### src/rtl/dfdd_pkg.sv
`default_nettype none
// ============================================================================
// Module      : dfdd_pkg
// Description : Shared widths, exponent bias and coordinate type for the
//               DFDD pixel front end.
// Revision    : 1.0
// ============================================================================
package dfdd_pkg;

    localparam int COORD_WIDTH = 16;

    function automatic int fp_width(input int exp_w, input int frac_w);
        return 1 + exp_w + frac_w;
    endfunction

    function automatic int exp_bias(input int exp_w);
        return (1 << (exp_w - 1)) - 1;
    endfunction

    typedef struct packed {
        logic [COORD_WIDTH-1:0] col;
        logic [COORD_WIDTH-1:0] row;
    } pixel_coord_t;

endpackage
`default_nettype wire

### src/rtl/uint8_to_fp.sv
`default_nettype none
// ============================================================================
// Module      : uint8_to_fp
// Description : Two-stage exact conversion of an 8-bit unsigned pixel to a
//               sign/exponent/fraction float word.
// Revision    : 1.0
// ============================================================================
module uint8_to_fp
    import dfdd_pkg::*;
#(
    parameter int EXP_WIDTH  = 8,
    parameter int FRAC_WIDTH = 23
) (
    input  logic                           clk_i,
    input  logic                           rst_i,
    input  logic                           valid_i,
    input  logic [7:0]                     pix_i,
    output logic [EXP_WIDTH+FRAC_WIDTH:0]  fp_o
);

    localparam int FP_WIDTH = fp_width(EXP_WIDTH, FRAC_WIDTH);
    localparam logic [EXP_WIDTH-1:0] c_bias = EXP_WIDTH'(exp_bias(EXP_WIDTH));

    logic [7:0]            r_pix;
    logic [2:0]            r_pos;
    logic                  r_valid;
    logic [FP_WIDTH-1:0]   r_fp;

    logic [2:0]            w_pos;
    logic [6:0]            w_mant;
    logic [FRAC_WIDTH-1:0] w_frac;
    logic [EXP_WIDTH-1:0]  w_exp;
    logic [FP_WIDTH-1:0]   w_fp;

    // Leading-one priority encoder: highest set bit wins.
    always_comb begin
        w_pos = '0;
        for (int i = 0; i < 8; i++) begin
            if (pix_i[i]) begin
                w_pos = 3'(i);
            end
        end
    end

    always_ff @(posedge clk_i or negedge rst_i) begin
        if (!rst_i) begin
            r_valid <= 1'b0;
            r_pix   <= '0;
            r_pos   <= '0;
        end else begin
            r_valid <= valid_i;
            if (valid_i) begin
                r_pix <= pix_i;
                r_pos <= w_pos;
            end
        end
    end

    // Shifting the leading one to bit 7 leaves the fraction bits left-aligned below it.
    assign w_mant = 7'(r_pix << (3'd7 - r_pos));
    assign w_exp  = c_bias + EXP_WIDTH'(r_pos);

    generate
        if (FRAC_WIDTH == 7) begin : g_frac_exact
            assign w_frac = w_mant;
        end else begin : g_frac_pad
            assign w_frac = {w_mant, {(FRAC_WIDTH-7){1'b0}}};
        end
    endgenerate

    assign w_fp = (r_pix == 8'd0) ? '0 : {1'b0, w_exp, w_frac};

    always_ff @(posedge clk_i or negedge rst_i) begin
        if (!rst_i) begin
            r_fp <= '0;
        end else if (r_valid) begin
            r_fp <= w_fp;
        end
    end

    assign fp_o = r_fp;

endmodule
`default_nettype wire

### src/rtl/dfdd_pixel_frontend.sv
`default_nettype none
// ============================================================================
// Module      : dfdd_pixel_frontend
// Description : Converts paired rho-plus/rho-minus pixels to float and tags
//               each with its column/row, eof and frame-error sideband.
// Revision    : 1.0
// ============================================================================
module dfdd_pixel_frontend
    import dfdd_pkg::*;
#(
    parameter int EXP_WIDTH    = 8,
    parameter int FRAC_WIDTH   = 23,
    parameter int IMAGE_WIDTH  = 640,
    parameter int IMAGE_HEIGHT = 480,
    localparam int FP_WIDTH_REG = 1 + EXP_WIDTH + FRAC_WIDTH
) (
    input  logic                    clk_i,
    input  logic                    rst_i,
    input  logic [7:0]              rho_plus_uint8_i,
    input  logic [7:0]              rho_minus_uint8_i,
    input  logic                    valid_i,
    input  logic                    sof_i,
    output logic [FP_WIDTH_REG-1:0] i_rho_plus_o,
    output logic [FP_WIDTH_REG-1:0] i_rho_minus_o,
    output logic [15:0]             col_o,
    output logic [15:0]             row_o,
    output logic                    valid_o,
    output logic                    eof_o,
    output logic                    frame_err_o
);

    localparam logic [15:0] c_last_col = 16'(IMAGE_WIDTH - 1);
    localparam logic [15:0] c_last_row = 16'(IMAGE_HEIGHT - 1);

    pixel_coord_t r_cnt;
    pixel_coord_t w_cur;
    pixel_coord_t w_nxt;
    logic         w_eof;
    logic         w_err;

    pixel_coord_t r_s1_coord;
    logic         r_s1_valid;
    logic         r_s1_eof;
    logic         r_s1_err;

    pixel_coord_t r_s2_coord;
    logic         r_s2_valid;
    logic         r_s2_eof;
    logic         r_s2_err;

    uint8_to_fp #(
        .EXP_WIDTH  (EXP_WIDTH),
        .FRAC_WIDTH (FRAC_WIDTH)
    ) u_conv_plus (
        .clk_i   (clk_i),
        .rst_i   (rst_i),
        .valid_i (valid_i),
        .pix_i   (rho_plus_uint8_i),
        .fp_o    (i_rho_plus_o)
    );

    uint8_to_fp #(
        .EXP_WIDTH  (EXP_WIDTH),
        .FRAC_WIDTH (FRAC_WIDTH)
    ) u_conv_minus (
        .clk_i   (clk_i),
        .rst_i   (rst_i),
        .valid_i (valid_i),
        .pix_i   (rho_minus_uint8_i),
        .fp_o    (i_rho_minus_o)
    );

    // sof forces the current pixel to (0,0); eof is judged on that assigned coordinate.
    always_comb begin
        w_cur = sof_i ? '0 : r_cnt;
        w_nxt = w_cur;
        if (w_cur.col == c_last_col) begin
            w_nxt.col = '0;
            w_nxt.row = (w_cur.row == c_last_row) ? '0 : w_cur.row + 16'd1;
        end else begin
            w_nxt.col = w_cur.col + 16'd1;
        end
        w_eof = (w_cur.col == c_last_col) && (w_cur.row == c_last_row);
        w_err = sof_i && (r_cnt != '0);
    end

    always_ff @(posedge clk_i or negedge rst_i) begin
        if (!rst_i) begin
            r_cnt      <= '0;
            r_s1_coord <= '0;
            r_s1_valid <= 1'b0;
            r_s1_eof   <= 1'b0;
            r_s1_err   <= 1'b0;
        end else begin
            r_s1_valid <= valid_i;
            if (valid_i) begin
                r_cnt      <= w_nxt;
                r_s1_coord <= w_cur;
                r_s1_eof   <= w_eof;
                r_s1_err   <= w_err;
            end
        end
    end

    // Flags are pulses aligned to valid_o; coordinates hold across gaps like the data.
    always_ff @(posedge clk_i or negedge rst_i) begin
        if (!rst_i) begin
            r_s2_coord <= '0;
            r_s2_valid <= 1'b0;
            r_s2_eof   <= 1'b0;
            r_s2_err   <= 1'b0;
        end else begin
            r_s2_valid <= r_s1_valid;
            r_s2_eof   <= r_s1_valid & r_s1_eof;
            r_s2_err   <= r_s1_valid & r_s1_err;
            if (r_s1_valid) begin
                r_s2_coord <= r_s1_coord;
            end
        end
    end

    assign col_o       = r_s2_coord.col;
    assign row_o       = r_s2_coord.row;
    assign valid_o     = r_s2_valid;
    assign eof_o       = r_s2_eof;
    assign frame_err_o = r_s2_err;

endmodule
`default_nettype wire

### config.mk
export PLATFORM = sky130hd
export DESIGN_NAME = dfdd_pixel_frontend
export DESIGN_NICKNAME = d
export VERILOG_FILES = /design/src/rtl/dfdd_pkg.sv /design/src/rtl/uint8_to_fp.sv /design/src/rtl/dfdd_pixel_frontend.sv
export SDC_FILE = /design/constraint.sdc
export NUM_CORES = 1
export LEC_CHECK = 0
export BUFFER_PORTS_ARGS = -buffer_cell sky130_fd_sc_hd__buf_2
export CORE_MARGIN = 2
export CORE_UTILIZATION = 53
export CTS_CLUSTER_DIAMETER = 100
export DETAILED_ROUTE_END_ITERATION = 12
export GPL_TIMING_DRIVEN = 0
export HOLD_SLACK_MARGIN = 0.05
export PLACE_DENSITY = 0.8
export SETUP_SLACK_MARGIN = 0.3
export SYNTH_ARGS = -nofsm -noshare
export SYNTH_HDL_FRONTEND = slang
export SYNTH_SLANG_ARGS = --single-unit
### constraint.sdc
create_clock -name clk_i -period 2.52 [get_ports clk_i]
set_input_delay 0.252 -clock clk_i [delete_from_list [all_inputs] [get_ports clk_i]]
set_output_delay 0.252 -clock clk_i [all_outputs]
set_load 0.005 [all_outputs]
=== Word level (Yosys, flattened, before mapping) ===
Cells that the tools add are included.

* Register bits: 188
* Bits in latches: 0
* RAM bits: 0
* ROM bits: 0
* Input bits: 20
* Output and inout port bits: 99
* Memories: 0

* Add/sub/neg operators: 6
* Multipliers: 0
* Div/mod/pow operators: 0
* Order comparisons: 0
* Equality and inequality tests: 2
* Shift operators: 2
* Muxes and demuxes: 20
* Bitwise operators: 2
* Reductions and logical operators: 5

{| class="wikitable"
|+ Operators with widths
! kind !! number
|-
| 2-to-1 mux 31 bit || 2
|-
| 2-to-1 mux 16 bit || 3
|-
| 2-to-1 mux 3 bit || 12
|-
| adder 16 x 1 -> 16 bit, second input constant || 2
|-
| 2-to-1 mux 32 bit || 1
|-
| nonzero test 32 bit || 1
|-
| adder 7 x 3 -> 8 bit, first input constant || 2
|-
| equality test 16 x 10 -> 1 bit, second input constant || 1
|-
| equality test 16 x 9 -> 1 bit, second input constant || 1
|-
| zero test 8 bit || 2
|-
| left shift 8 x 3 -> 7 bit || 2
|-
| subtractor 3 bit, first input constant || 2
|-
| AND 1 bit || 2
|-
| logical AND 1 bit || 2
|-
| 2-to-1 mux 1 bit || 2
|}

=== Logic depth before layout (Yosys ltp) ===
* Word-level depth: 7
* Depth in mapped cells: 10
* Gate-level depth less buffers: 7

=== By module ===
Synthesis repeated with hierarchy kept, for this count alone.

* Cell total of the unflattened synthesis: 695
* Area, all modules: 7544.7 um^2

{| class="wikitable"
|+ By module, submodules not included
! module !! instances !! cells each !! area each (um^2) !! seq. area each (um^2)
|-
| dfdd_pixel_frontend || 1 || 441 || 4824.6 || 2552.4
|-
| uint8_to_fp || 2 || 127 || 1360.1 || 625.6
|}

=== Worst setup path before layout ===
Ideal clock, no wire load.

* Path kind: input port to flip-flop
* Start: input sof_i
* End: register r_cnt[5] in the netlist's numbering
* Setup time: 124 ps
* Arrival time: 1923 ps
* Required time: 2396 ps
* Setup slack: 472 ps
* Stages on the path: 10
* Buffers on the path: 3
* Path through: clkbuf_1 > nor2b_1 > ha_1 > nand4_1 > and4b_1 > buf_4 > buf_4 > nand2_1 > a22o_1 > or2_1

{| class="wikitable"
|+ RTL lines
! element !! line !! source
|-
| from (decl) || dfdd_pixel_frontend.sv:22 || <nowiki>input logic sof_i,</nowiki>
|-
| to (signal assigned) || dfdd_pixel_frontend.sv:97 || <nowiki>r_cnt <= w_nxt;</nowiki>
|-
| to (decl) || dfdd_pixel_frontend.sv:35 || <nowiki>pixel_coord_t r_cnt;</nowiki>
|}

=== Worst setup path in the final report ===
* Start: register r_cnt[29] in the netlist's numbering
* End: register r_cnt[4] in the netlist's numbering

* Longest elaborated chain between the ends: 3

{| class="wikitable"
|+ Ends and longest elaborated chain
! element !! line !! source
|-
| 2-to-1 mux 32 bit || dfdd_pixel_frontend.sv:75 || <nowiki>w_cur = sof_i ? '0 : r_cnt;</nowiki>
|-
| equality test 16 x 10 -> 1 bit || dfdd_pixel_frontend.sv:77 || <nowiki>if (w_cur.col == c_last_col) begin</nowiki>
|-
| 2-to-1 mux 16 bit || dfdd_pixel_frontend.sv:77 ||
|}

No other way between the ends.
A chain may end at the register's enable or synchronous reset.

==> impl_metrics.env <==
export IMPL_status="complete, no violations"
export IMPL_grt_total_usage_pct=23.8
export IMPL_gp_congestion=0.929
export IMPL_post_route_period_util_pct=86.9
export IMPL_pin_count=119
export IMPL_final_core_util_pct=66.1
export IMPL_cts_num_sinks=150
export IMPL_grt_pass1_wl_mm=27.1
export IMPL_setup_viol=0
export IMPL_cts_root_buf="clkbuf_16"
export IMPL_coreArea_um2=13200
export IMPL_layout_common_cells="dfrtp_1 (150), buf_2 (89), mux2_2 (58), nand2_1 (53), inv_1 (45)"
export IMPL_grt_max_degree=90
export IMPL_syn_to_final_growth_pct=21.3
export IMPL_final_common_cell="dfrtp_1"
export IMPL_htreeDepth=4
export IMPL_synth_seq_area_share_pct=52.0
export IMPL_ant_nets=0
export IMPL_gr_total_overflow=0
export IMPL_start_kind="flop"
export IMPL_dp_hpwl_mm=11.4
export IMPL_final_design_area_no_fill_um2=8750
export IMPL_antenna_found_initial=0
export IMPL_rsz0062_at_grt="yes"
export IMPL_dr_pass1_iters=5
export IMPL_power_density_nw_per_um2=711
export IMPL_synth_edff_count=0
export IMPL_timing_final_hold_violations=0
export IMPL_critPathKind="reg2reg"
export IMPL_row_count=42
export IMPL_first_iter_violations=596
export IMPL_drc=0
export IMPL_hp_class="in2reg"
export IMPL_cts_tree="built"
export IMPL_fmax_mhz=457
export IMPL_crit_arrival_ps=2550
export IMPL_drv_cap=0
export IMPL_port_buffer_count=84
export IMPL_worstSkewPairLatency_ps=430
export IMPL_min_period_ps=2190
export IMPL_final_setup_tns_ps=0
export IMPL_synth_flop_cell="dfrtp_1"
export IMPL_dp_cells=979
export IMPL_skew_ps=9.46
export IMPL_cts_buffer_depth=2
export IMPL_synthCells=685
export IMPL_synth_cell_types=57
export IMPL_slew_viol_final=0
export IMPL_grt_pass1_vias=5462
export IMPL_cp_end_kind="flop"
export IMPL_final_cells=1018
export IMPL_worst_pin_slew_ps=821
export IMPL_syn_avg_cell_area_um2=10.5
export IMPL_drive_above_1_share_pct=29.6
export IMPL_die_h_um=121
export IMPL_cts_made_buffers=17
export IMPL_clk_pin_slew_ps=60
export IMPL_placed_area_um2=8010
export IMPL_vias=5755
export IMPL_cp_max_fo=10
export IMPL_die_w_um=121
export IMPL_routedWlPerCell_um=16.4
export IMPL_via_per_inst=5.65
export IMPL_power_leakage_nw=4.36
export IMPL_crit_required_ps=2880
export IMPL_synthArstFlopShare_pct=100
export IMPL_drt_total_wl_mm=16.7
export IMPL_initial_utilization_pct=54.5
export IMPL_synth_warnings=0
export IMPL_num_antenna_cells=0
export IMPL_irDropWorstVdd_uv=440
export IMPL_syn_cell_area_um2=7210
export IMPL_ys_ff_latch=150
export IMPL_n_fill_cell=1057
export IMPL_relSlewSlack_pct=44.8
export IMPL_layout_nets=854
export IMPL_die_area_um2=14600
-- critical path, stage by stage, from the launching register on --
cell,delay (ps)
dfrtp_1,420
nor4_1,510
and4b_1,260
buf_4,180
buf_4,200
nand4_1,160
nor4_1,250
a211o_1,140
-- metrics by stage --
stage | setup slack [ps] | total power [W] | hold slack, ps
after detailed placement | -164 | 0.00351 | 359
after floorplan | 472 | 0.00320 | -43.6
after global routing | 227 | 0.00646 | 70.2
after global placement | -911 | 0.00348 | 358
final | 330 | 0.00622 | 78.7
after CTS | 338 | 0.00625 | 67.6
-- area by class of cell --
cell class | count | area (um2) | share of cell area (%)
Clock buffer | 20 | 467 | 5.33
Multi-Input combinational cell | 440 | 2980 | 34.0
Tap cell | 176 | 220 | 2.52
Buffer | 82 | 467 | 5.33
Clock inverter | 12 | 174 | 1.99
Inverter | 46 | 173 | 1.97
Sequential cell | 150 | 3750 | 42.9
Timing Repair Buffer | 92 | 517 | 5.91
-- path summary, 6_finish.rpt --
kind,from,endpoint,slack [ps],depth (start not counted)
worst min-delay path,rho_plus_uint8_i[1],u_conv_plus.r_pix[1]$_DFFE_PN0P_,80,2
min in group asynchronous,rst_i,u_conv_minus.fp_o[17]$_DFFE_PN0P_,440,2
max in group asynchronous,rst_i,r_cnt[5]$_DFFE_PN0P_,1300,3
worst max register to register,r_cnt[29]$_DFFE_PN0P_,r_cnt[4]$_DFFE_PN0P_,330,7
worst min register to register,u_conv_minus.r_valid$_DFF_PN0_,valid_o$_DFF_PN0_,370,0
worst max-delay path,r_cnt[29]$_DFFE_PN0P_,r_cnt[4]$_DFFE_PN0P_,330,7
-- cells in the mapped netlist, types with 6 or more instances --
| master | number | area, um2 |
|---|---|---|
| nand4_1 | 15 | 93.8 |
| buf_1 | 8 | 30.0 |
| mux2i_1 | 18 | 180 |
| a31o_2 | 16 | 140 |
| nor2_1 | 21 | 78.8 |
| mux2_2 | 58 | 653 |
| clkbuf_1 | 28 | 105 |
| buf_4 | 40 | 300 |
| nor4_1 | 15 | 93.8 |
| a31oi_1 | 8 | 50.1 |
| nand3_1 | 20 | 100 |
| nor3_1 | 6 | 30.0 |
| o31ai_1 | 15 | 113 |
| inv_1 | 45 | 169 |
| o211ai_1 | 6 | 45.0 |
| and3_1 | 6 | 37.5 |
| o21ai_0 | 38 | 190 |
| nand2_1 | 53 | 199 |
| buf_2 | 6 | 30.0 |
| a21oi_1 | 14 | 70.1 |
| dfrtp_1 | 150 | 3750 |
| o22ai_1 | 20 | 125 |
| nor2b_1 | 20 | 125 |
-- flip-flops by register name (all words and copies together) (netlist names), 3 cells and up --
signal and flops:
col_o 16, r_cnt 32, r_s1_coord 32, row_o 16
u_conv_minus.fp_o 13, u_conv_minus.r_pix 8, u_conv_minus.r_pos 3, u_conv_plus.fp_o 13
u_conv_plus.r_pix 8, u_conv_plus.r_pos 3
-- repair_timing --
action | 4_1_cts | 5_1_grt
setup buffers | 3 | 0
resized for setup | 4 | 4
endpoints found under the setup margin | 21 | 9
pin swaps | 1 | 2
hold buffers | 4 | 0
endpoints found under the hold margin | 91 | 0
-- where the power goes --
part | internal [W] | switching [W]
logic | 0.000345 | 0.000438
registers | 0.00258 | 0.000128
clock network | 0.00173 | 0.000998
-- routing by layer --
layer / up-vias / routed length (um) / GRT usage (%)
met4: 0 / 411 / 9.08
met3: 32 / 985 / 5.42
met1: 2845 / 7170 / 30.8
met5: - / 0 / 0
met2: 223 / 8130 / 39.1
li1: 2655 / - / -
-- cells by family after synthesis --
kind of cell	synth area share, %
AND/OR/NAND/NOR	13.6
AO/OA/AOI/OAI	13.0
buffers and inverters	8.84
multiplexers	11.6
other	0.0520
flip-flops	52.0
adder cells (fa/ha/maj)	0.867
Power figures use the tool's default switching activity.
